$ cat src/rtl/func_gen.sv
//------------------------------------------------------------------------------
// func_gen -- multi-cycle unsigned arithmetic unit: y = a^2 + floor(cbrt(b))
//
// Operands are latched on an accepted start. The square and every cube-root
// partial product go through one shared WIDTH x WIDTH multiplier. The cube
// root uses the restoring method, with three states per result bit.
//
// Optional build macro: FUNC_GEN_SAT_EN
//   defined   : an overflowing result saturates y_bo to all ones
//   undefined : an overflowing result wraps modulo 2^WIDTH
//   overflow_o is set on overflow in both builds.
//
// Ports:
//   clk_i       in   1      clock, rising edge
//   rst_i       in   1      asynchronous active-low reset
//   a           in   WIDTH  operand to be squared
//   b           in   WIDTH  operand for the cube root
//   start_i     in   1      request, accepted only while idle
//   busy_o      out  1      computation in progress (2+3*ITER cycles)
//   done_o      out  1      one-cycle pulse when y_bo updates
//   overflow_o  out  1      exact result >= 2^WIDTH, valid with y_bo
//   y_bo        out  WIDTH  result, held until the next completion
//------------------------------------------------------------------------------
`timescale 1ns/1ps

module func_gen #(
  parameter int WIDTH = 8,
  parameter int ITER  = (WIDTH + 2) / 3
) (
  input  logic             clk_i,
  input  logic             rst_i,
  input  logic [WIDTH-1:0] a,
  input  logic [WIDTH-1:0] b,
  input  logic             start_i,
  output logic             busy_o,
  output logic             done_o,
  output logic             overflow_o,
  output logic [WIDTH-1:0] y_bo
);

  localparam int PW = 2 * WIDTH;      // product / square width
  localparam int BW = 3 * WIDTH + 2;  // cube-root bound width
  localparam int RW = 2 * WIDTH + 1;  // final sum width

  typedef enum logic [2:0] {
    S_IDLE,
    S_SQR,
    S_CB_MUL,
    S_CB_BND,
    S_CB_CMP,
    S_ADD
  } state_t;

  state_t r_state;
  state_t w_next;

  logic [WIDTH-1:0] r_a;
  logic [WIDTH-1:0] r_b;
  logic [PW-1:0]    r_sq;
  logic [PW-1:0]    r_t;
  logic [BW-1:0]    r_bnd;
  logic [WIDTH-1:0] r_x;
  logic [WIDTH-1:0] r_y;
  logic [7:0]       r_shift;

  logic [WIDTH-1:0] w_mul_a;
  logic [WIDTH-1:0] w_mul_b;
  logic [PW-1:0]    w_prod;
  logic [BW-1:0]    w_t3p1;
  logic [BW-1:0]    w_bnd;
  logic             w_ge;
  logic [RW-1:0]    w_sum;
  logic             w_ovf;

  assign busy_o = (r_state != S_IDLE);

  // Single shared multiplier: a_r*a_r in SQR, (2y)*(2y+1) otherwise.
  // y never exceeds ITER bits, so 2y+1 fits in WIDTH bits.
  always_comb begin
    w_mul_a = r_a;
    w_mul_b = r_a;
    if (r_state != S_SQR) begin
      w_mul_a = {r_y[WIDTH-2:0], 1'b0};
      w_mul_b = {r_y[WIDTH-2:0], 1'b1};
    end
  end

  assign w_prod = PW'(w_mul_a) * PW'(w_mul_b);

  // (3t+1) << s built from shifts and adds only.
  assign w_t3p1 = (BW'(r_t) << 1) + BW'(r_t) + BW'(1);
  assign w_bnd  = w_t3p1 << r_shift;
  assign w_ge   = (BW'(r_x) >= r_bnd);

  assign w_sum  = RW'(r_sq) + RW'(r_y);
  assign w_ovf  = |w_sum[RW-1:WIDTH];

  always_ff @(posedge clk_i or negedge rst_i) begin
    if (!rst_i) r_state <= S_IDLE;
    else        r_state <= w_next;
  end

  always_comb begin
    w_next = r_state;
    unique case (r_state)
      S_IDLE:   if (start_i) w_next = S_SQR;
      S_SQR:    w_next = S_CB_MUL;
      S_CB_MUL: w_next = S_CB_BND;
      S_CB_BND: w_next = S_CB_CMP;
      S_CB_CMP: w_next = (r_shift == 8'd0) ? S_ADD : S_CB_MUL;
      S_ADD:    w_next = S_IDLE;
      default:  w_next = S_IDLE;
    endcase
  end

  always_ff @(posedge clk_i or negedge rst_i) begin
    if (!rst_i) begin
      r_a        <= '0;
      r_b        <= '0;
      r_sq       <= '0;
      r_t        <= '0;
      r_bnd      <= '0;
      r_x        <= '0;
      r_y        <= '0;
      r_shift    <= '0;
      done_o     <= 1'b0;
      overflow_o <= 1'b0;
      y_bo       <= '0;
    end else begin
      done_o <= 1'b0;
      unique case (r_state)
        S_IDLE: begin
          if (start_i) begin
            r_a <= a;
            r_b <= b;
          end
        end
        S_SQR: begin
          r_sq    <= w_prod;
          r_x     <= r_b;
          r_y     <= '0;
          r_shift <= 8'(3 * (ITER - 1));
        end
        S_CB_MUL: r_t   <= w_prod;
        S_CB_BND: r_bnd <= w_bnd;
        S_CB_CMP: begin
          if (w_ge) begin
            r_x <= r_x - r_bnd[WIDTH-1:0];
            r_y <= {r_y[WIDTH-2:0], 1'b1};
          end else begin
            r_y <= {r_y[WIDTH-2:0], 1'b0};
          end
          r_shift <= r_shift - 8'd3;
        end
        S_ADD: begin
          done_o     <= 1'b1;
          overflow_o <= w_ovf;
`ifdef FUNC_GEN_SAT_EN
          y_bo       <= w_ovf ? '1 : w_sum[WIDTH-1:0];
`else
          y_bo       <= w_sum[WIDTH-1:0];
`endif
        end
        default: ;
      endcase
    end
  end

endmodule

$ cat config.mk
export PLATFORM = sky130hd
export DESIGN_NAME = func_gen
export DESIGN_NICKNAME = d
export VERILOG_FILES = /design/src/rtl/func_gen.sv
export SDC_FILE = /design/constraint.sdc
export NUM_CORES = 1
export LEC_CHECK = 0
export CAP_MARGIN = 20
export CORE_MARGIN = 2
export CORE_UTILIZATION = 37
export DETAILED_ROUTE_END_ITERATION = 16
export DONT_BUFFER_PORTS = 1
export PLACE_DENSITY = 0.57
export RECOVER_POWER = 50
export REMOVE_ABC_BUFFERS = 1
export SLEW_MARGIN = 10
export SYNTH_ARGS = -nofsm -noshare
export SYNTH_HDL_FRONTEND = slang
export SYNTH_SLANG_ARGS = --single-unit
$ cat constraint.sdc
create_clock -name clk_i -period 6.4 [get_ports clk_i]
set_clock_uncertainty 0.2 [all_clocks]
set_input_delay 0.96 -clock clk_i [delete_from_list [all_inputs] [get_ports clk_i]]
set_output_delay 0.96 -clock clk_i [all_outputs]
set_load 0.03 [all_outputs]
Word level (Yosys, flattened, before mapping)
Cells that the tools add are included.
Cells by class
  $mul: 1
  mux-type cells: 11
  magnitude comparators: 1
  add/sub/neg operators: 5
  equal/unequal tests: 8
  shift-type cells: 1
  reduce and logical (&&, ||, !) cells: 7
Operators with widths (number)
  one-hot mux 8 bit (2 select lines): 3
  >= comparator 8 x 26 -> 1 bit: 1
  left shift 19 x 8 -> 26 bit: 1
  2-to-1 mux 8 bit: 3
  adder 18 x 1 -> 19 bit, second input constant: 1
  adder 17 x 16 -> 18 bit: 1
  adder 16 x 8 -> 17 bit: 1
  multiplier 8 x 8 -> 16 bit: 1
  one-hot mux 3 bit (5 select lines): 1
  OR reduction 9 bit: 1
  logical NOT 8 bit: 1
  subtractor 8 x 2 -> 8 bit, second input constant: 1
  subtractor 8 bit: 1
  == test 3 x 2 -> 1 bit, second input constant: 2
  == test 3 bit, second input constant: 2
  2-to-1 mux 3 bit: 2
  != test 2 bit, second input constant: 2
  AND reduction 2 bit: 2
  == test 3 x 1 -> 1 bit, second input constant: 1
  logical NOT 3 bit: 1
  != test 3 x 1 -> 1 bit, second input constant: 1
  nonzero test 3 bit: 1
  2-to-1 mux 1 bit: 2
  nonzero test 2 bit: 1
Word-level totals
  word-level logic and storage cells: 46
  input bits: 19
  register bits: 111
  output and inout port bits: 11

Logic depth before layout (Yosys ltp)
Gate-level depths: netlist (run 1).
  depth in word-level cells: 3
  depth in mapped cells: 25
  depth with buffers taken out: 22

Least setup slack after synthesis (run 1)
Ideal clock, no wire load.
  path kind: reg-to-reg
  start: reg r_state[0]
  end: reg r_t[15]
  data arrival time: 5.212 ns
  path slack: 0.851 ns
  required time: 6.063 ns
  buffers on the path: 2
  period minus slack after synthesis: 5.549 ns
  library setup time: 0.137 ns
  cell stages (with the launch flop): 21
  cell sequence: dfrtp_1 clkbuf_1 nor2b_1 nand2b_1 clkbuf_1 nand2_1 a21boi_1 nor2_1 fa_1 fa_1 inv_1 fa_1 inv_1 fa_1 ha_1 nor3_1 a221oi_1 and4_1 o31ai_1 xor2_1 o21ai_0
Between the ends
  longest elaborated chain between the ends: 3
  elaborated cells between the ends (all ways): 5
  those cells by class: mul: 1; eq/ne: 2; mux: 2
RTL lines
  from (decl): line 54  | state_t r_state;
  from (signal assigned): line 100  | else r_state <= w_next;
  != test 3 x 1 -> 1 bit: line 82  | if (r_state != S_SQR) begin
  2-to-1 mux 8 bit: line 82
  multiplier 8 x 8 -> 16 bit: line 88  | assign w_prod = PW'(w_mul_a) * PW'(w_mul_b);
  to (signal assigned): line 144  | S_CB_MUL: r_t <= w_prod;
  to (decl): line 60  | logic [PW-1:0] r_t;
Several ways; a longest one is shown, not always the timed one.
A chain may end at the register's enable or synchronous reset.

Worst setup path after layout (run 1)
  start: reg r_state[0]
  end: reg r_t[14]
The elaborated chain is that of the path after synthesis.

==> results of run 1 <==
-- cell families (layout without fill, tap and decap cells) --
family | Yosys count | in the layout | share of synthesized area, %
compound gates | 289 | 289 | 21.4
mux | 48 | 48 | 6.11
xor+xnor | 41 | 41 | 3.84
simple gates | 353 | 353 | 17.8
buf+inv | 144 | 116 | 5.99
fa+ha+maj | 97 | 97 | 15.1
flops | 111 | 111 | 29.7
-- metal layers --
metal | routed length, µm | global-route usage, % | up-vias
met5 | 0 | 0 | -
met4 | 337 | 4.10 | 0
met3 | 888 | 2.75 | 23
met2 | 11200 | 30.1 | 149
met1 | 10900 | 25.0 | 3688
li1 | - | - | 3765
-- per-stage QoR --
stage	instances	setup slack, ns	cell area [µm²]	power (mW)
5_1_grt	1385	0.0955	9920	4.94
3_5_place_dp	1369	0.362	9630	3.93
2_1_floorplan	1028	0.430	9130	3.21
6_report	1385	0.497	9920	4.50
3_3_place_gp	1369	0.529	9630	3.92
4_1_cts	1385	0.330	9910	4.52
-- cells in the mapped netlist, types with 7 or more instances --
library cell  instances
nand4_1               7
inv_1                89
mux2i_1              11
o21a_1               10
clkbuf_1             43
a22o_1                8
nor4_1                9
nand2_1             139
fa_1                 27
a21oi_1              53
o21ai_1              14
nor3_1               22
o2111ai_1             7
o211ai_1             13
xor2_1               15
nand3_1              23
nor2_1               80
or2_2                10
ha_1                 70
dfrtp_1             111
o21ai_0              73
mux2_2               33
and2_1                9
a21o_1               15
o31ai_1              11
buf_2                 7
or3_1                 8
nor2b_1               9
xnor2_1              26
nand2b_1             10
-- where the power goes --
group          switching [mW]  internal, mW  leakage (nW)
combinational            1.65          1.05          2.98
sequential              0.286         0.947          1.45
clock                   0.292         0.274         0.144
total                    2.22          2.27          4.58
-- placed cells by master, fill, tap and decap left out, drive strengths merged, types with 11 or more instances in the layout --
| cell | instances |
|---|---|
| a21o | 16 |
| a21oi | 57 |
| buf | 11 |
| dfrtp | 111 |
| fa | 27 |
| ha | 70 |
| inv | 93 |
| mux2 | 33 |
| mux2i | 11 |
| nand2 | 139 |
| nand2b | 11 |
| nand3 | 23 |
| nor2 | 83 |
| nor3 | 23 |
| nor4 | 11 |
| o211ai | 15 |
| o21ai | 87 |
| o31ai | 11 |
| xnor2 | 26 |
| xor2 | 15 |
-- final timing paths --
path	start	end	cells past startpoint
setup / recovery	r_state[0]	r_t[14]	21
hold / removal	rst_i	r_bnd[20]	0
setup reg to reg	r_state[0]	r_t[14]	21
hold reg to reg	r_bnd[11]	r_bnd[11]	2
max in group asynchronous	rst_i	r_t[7]	0
min in group clk_i	r_bnd[11]	r_bnd[11]	2
-- repair_timing --
item | CTS | global route
endpoints found under the setup margin | 0 | 6
hold endpoints to repair | 0 | 0
gates resized for setup | 0 | 2
-- final cells by class --
class	count	area, µm²
Multi-Input combinational cell	828	6030
Fill cell	2526	15100
Tap cell	330	413
Inverter	89	334
Sequential cell	111	2780
Clock buffer	9	225
Clock inverter	7	62.6
Timing Repair Buffer	11	82.6
-- critical path, stage by stage (launching register included) --
cell and delay [ns]:
dfrtp_1 0.44, nor2b_1 0.26, nor2b_1 0.16, buf_4 0.24, nand2_1 0.07, and2_1 0.25
nor2_1 0.28, inv_1 0.10, fa_1 0.51, inv_1 0.05, fa_1 0.47, inv_1 0.06
fa_1 0.52, inv_1 0.05, fa_1 0.48, ha_1 0.37, a21o_1 0.20, a31oi_1 0.18
o21ai_0 0.18, o41ai_1 0.38, xnor2_1 0.20, o21ai_0 0.11
==> results.py, run 1 <==
metrics = {
    "run_status": {
        "outcome": "finished, final reports clean",
    },
    "final_layout": {
        "largest_reg_flops": 26,
        "largestRegisters": "r_bnd (26), r_sq (16), r_t (16)",
        "fin_nets": 1166,
        "area_delta_synth_final_pct": 6.06,
        "diodes": 0,
        "drive_gt1_share_pct": 10.1,
        "regMostFlops": "r_bnd",
        "final_core_util_pct": 39.6,
    },
    "setup_path": {
        "worstPathRequired_ns": 6.43,
        "worstSetupEndpointType": "flop",
        "critPathLaunchType": "flop",
        "r2r_slack_ns": 0.50,
        "crit_type": "reg -> reg",
        "critPathMaxFanout": 18,
        "arrival_ns": 5.94,
    },
    "placement": {
        "gp_congestion": 0.886,
        "hpwl_um": 18000,
        "port-buffer-count": 0,
    },
    "timing": {
        "slew_headroom_pct": 30.5,
        "finalHoldViolations": 0,
        "min_period_ns": 5.90,
        "worst_pin_slew_ns": 1.04,
        "rsz0062_at_grt": "false",
        "fmax_mhz": 169,
        "worst_hold_slack_ns": 0.0889,
        "maxSlewViolCount": 0,
        "finalSetupTns_ns": 0,
        "finalSetupViolCount": 0,
        "fin_crit_sh_pct": 92.2,
    },
    "logic_synthesis": {
        "synth-async-reset-ratio_pct": 100,
        "synthTopCellsByArea": "dfrtp_1, ha_1, fa_1",
        "yosys.area.top_type_share_pct": 29.7,
        "syn-cell-area_um2": 9350,
        "yosys_warnings": 0,
        "yosysUniqueCellTypes": 87,
        "ys.flop_type": "dfrtp_1",
        "ys_ff_latch": 111,
        "synth_edf_count": 0,
        "synth-seq-area-share_pct": 29.7,
        "synthCells": 1083,
        "syn_avg_cell_area_um2": 8.64,
        "synth_top_cell_by_area": "dfrtp_1",
    },
    "drt": {
        "via_per_inst": 5.51,
        "drtIter0Drc": 466,
        "wire_per_inst_um": 16.8,
        "wirelength_um": 23300,
        "dr.pass1.iters": 5,
        "drc_errors": 0,
        "via_count": 7625,
        "antenna_left": 0,
    },
    "worst_hold_path": {
        "min_path_type": "in -> async",
    },
    "global_routing": {
        "grt_pass1_vias": 7286,
        "grt-ovfl-total": 0,
        "grt_pass1_wl_um": 38700,
        "grtUsageTotal_pct": 18.2,
        "grt_max_degree": 112,
        "antenna_found_initial": 1,
    },
    "floorplan": {
        "ios": 30,
        "num_rows": 58,
        "start_util_pct": 37.4,
        "core_um2": 25000,
        "dieArea_um2": 26600,
        "die_h_um": 163,
        "dieWidth_um": 163,
    },
    "power_and_ir_drop": {
        "peakVddDrop_uv": 193,
        "p_leak_nw": 4.58,
        "p_per_area_nw_per_um2": 453,
    },
    "clock_network": {
        "root_buffer": "clkbuf_16",
        "cts_max_path_buffers": 2,
        "clkLatencyLatePin_ns": 0.37,
        "htree_levels": 3,
        "post_cts_buffers": 0,
        "cts_made_buffers": 9,
        "ctsHoldBuffers": 0,
        "clk_pin_slew_ns": 0.08,
        "cts_tree": "built",
        "cts_sinks": 111,
    },
    "flow_run": {
        "drv_cap": 0,
    },
}
Note: power is estimated with default switching activity, not from simulation.
==> run 2: changes to the inputs <==
--- a/config.mk
+++ b/config.mk
@@ -5,6 +5,7 @@
 export SDC_FILE = /design/constraint.sdc
 export NUM_CORES = 1
 export LEC_CHECK = 0
+export ABC_AREA = 1
 export CAP_MARGIN = 20
 export CORE_MARGIN = 2
 export CORE_UTILIZATION = 37
==> run 2 against run 1 <==
Core utilization increased by 0.51 points. Sequential power barely moved. Combinational power grew 6%. Non-clock buffer count is 9 lower. Power increased by 4.6%. Critical path type unchanged.
==> results.py, run 2 <==
metrics = {
    "final_layout": {
        "regMostFlops": "r_bnd",
        "diodes": 0,
        "largestRegisters": "r_bnd (26), r_sq (16), r_t (16)",
        "final_area_um2": 9820,
        "fin_nets": 1396,
        "seq_area_um2": 2780,
        "multiInputGateArea_um2": 5540,
        "largest_reg_flops": 26,
        "final_cell_mix": "nand2_1, inv_1, nand3_1",
        "fillerInstances": 2582,
        "final_common_cell": "nand2_1",
        "final_cells": 1609,
        "area_delta_synth_final_pct": 5.96,
        "drive_gt1_share_pct": 5.68,
    },
    "clock_network": {
        "cts_tree": "built",
        "htree_levels": 3,
        "cts_sinks": 111,
        "ctsHoldBuffers": 0,
        "cts_max_path_buffers": 2,
        "clk_pin_slew_ns": 0.08,
        "ctsResizeCount": 0,
        "root_buffer": "clkbuf_16",
        "post_cts_buffers": 0,
        "clkLatencyLatePin_ns": 0.36,
        "cts_made_buffers": 9,
    },
    "timing": {
        "finalSetupTns_ns": 0,
        "maxSlewViolCount": 0,
        "min_period_ns": 5.73,
        "fin_crit_sh_pct": 89.5,
        "finalHoldViolations": 0,
        "fmax_mhz": 175,
        "worst_pin_slew_ns": 1.01,
        "worst_hold_slack_ns": 0.0889,
        "slew_headroom_pct": 32.6,
        "rsz0062_at_grt": "false",
        "finalSetupViolCount": 0,
    },
    "logic_synthesis": {
        "syn_avg_cell_area_um2": 7.11,
        "synth_edf_count": 0,
        "synth_common_cells": "nand2_1, inv_1, nand3_1",
        "syn-cell-area_um2": 9270,
        "synth-seq-area-share_pct": 30.0,
        "yosys.area.top_type_share_pct": 30.0,
        "yosysUniqueCellTypes": 48,
        "synthTopCellsByArea": "dfrtp_1, nand2_1, ha_1",
        "synthCells": 1303,
        "synth_top_cell_by_area": "dfrtp_1",
        "yosys_warnings": 0,
        "synth.most_common_cell": "nand2_1",
        "synth-async-reset-ratio_pct": 100,
        "ys.flop_type": "dfrtp_1",
        "ys_ff_latch": 111,
    },
    "drt": {
        "drtIter0Drc": 423,
        "dr.pass1.iters": 7,
        "drc_errors": 0,
        "wirelength_um": 23200,
        "via_count": 8054,
        "via_per_inst": 5.01,
        "wire_per_inst_um": 14.4,
        "antenna_left": 0,
    },
    "setup_path": {
        "worstPathRequired_ns": 6.40,
        "worstSetupEndpointType": "flop",
        "crit_buf_inv": 7,
        "critPathMaxFanout": 25,
        "cp_top_family": "adder cells",
        "critical-path-max-stage-delay_ns": 0.52,
        "crit_type": "reg -> reg",
        "critPathLaunchType": "flop",
        "arrival_ns": 5.73,
        "worst_path_max_delay_cell": "fa_1",
    },
    "placement": {
        "hpwl_um": 18600,
        "placed_cells": 1592,
        "dpl_cell_area_um2": 9510,
        "gp_congestion": 0.909,
        "port-buffer-count": 0,
    },
    "floorplan": {
        "die_h_um": 162,
        "core_um2": 24500,
        "dieWidth_um": 162,
        "num_rows": 57,
        "ios": 30,
        "start_util_pct": 37.9,
        "dieArea_um2": 26300,
    },
    "global_routing": {
        "grt_pass1_wl_um": 39600,
        "grtUsageTotal_pct": 18.7,
        "antenna_found_initial": 0,
        "grt-ovfl-total": 0,
        "grt_max_degree": 112,
        "grt_pass1_vias": 7824,
    },
    "flow_run": {
        "drv_cap": 0,
    },
    "worst_hold_path": {
        "min_path_type": "in -> async",
    },
    "power_and_ir_drop": {
        "p_per_area_nw_per_um2": 479,
        "peakVddDrop_uv": 199,
        "p_leak_nw": 5.08,
    },
    "run_status": {
        "outcome": "finished, final reports clean",
    },
}
[run 2: cell types whose count changed after synthesis, moves of 13 or more]
| cell | delta |
|---|---|
| nor2_1 | +21 |
| mux2_2 | -23 |
| xnor2_1 | -15 |
| a21o_1 | -13 |
| o22ai_1 | +15 |
| inv_1 | +97 |
| nand4_1 | +17 |
| clkbuf_1 | -25 |
| nand2_1 | +218 |
| nand3_1 | +95 |
| nor3_1 | -17 |
[run 2: cell families (layout without fill, tap and decap cells)]
family | Yosys count | after routing | synth area share (%)
fa+ha+maj | 97 | 97 | 15.3
flops | 111 | 111 | 30.0
simple gates | 641 | 641 | 30.1
xor+xnor | 26 | 26 | 2.46
compound gates | 178 | 178 | 10.6
buf+inv | 239 | 221 | 10.2
mux | 11 | 11 | 1.32
[run 2: layout make-up]
type | instances | area share (%)
clock buffers | 11 | 2.37
clock inverters | 5 | 0.650
inverters | 203 | 7.86
multi-input cells | 953 | 56.5
flip-flops and latches | 111 | 28.3
well taps | 324 | 4.13
repair buffers | 2 | 0.229
[run 2: report_power, final]
| part | total, mW | internal [mW] | switching (mW) |
|---|---|---|---|
| clock | 0.582 | 0.310 | 0.272 |
| sequential | 1.25 | 0.954 | 0.298 |
| combinational | 2.87 | 0.971 | 1.90 |
[run 2: final timing paths]
path	from	end	slack [ns]	depth (start not counted)
worst min register to register	r_bnd[23]	r_bnd[23]	0.29	2
worst max register to register	r_state[0]	r_t[14]	0.67	26
min in group clk_i	r_bnd[23]	r_bnd[23]	0.29	2
max in group asynchronous	rst_i	r_t[5]	5.76	0
worst min-delay path	rst_i	r_b[4]	0.09	0
worst max-delay path	r_state[0]	r_t[14]	0.67	26
[run 2: through the flow]
stage / util, % / power, mW / worst slack (ns)
2_1_floorplan: - / 3.34 / 1.17
3_3_place_gp: 38.9 / 4.09 / 0.912
3_5_place_dp: 38.9 / 4.12 / 0.699
4_1_cts: 40.1 / 4.72 / 0.687
5_1_grt: 40.1 / 5.23 / 0.0834
6_report: 40.1 / 4.70 / 0.675
[run 2: routing by layer]
layer  global-route usage, %  share of wire, %  up-vias
li1                        -                 -     4157
met1                    27.1                50     3693
met2                    29.1                44      170
met3                    2.30               4.0       34
met4                    5.63               2.3        0
met5                       0                 0        -
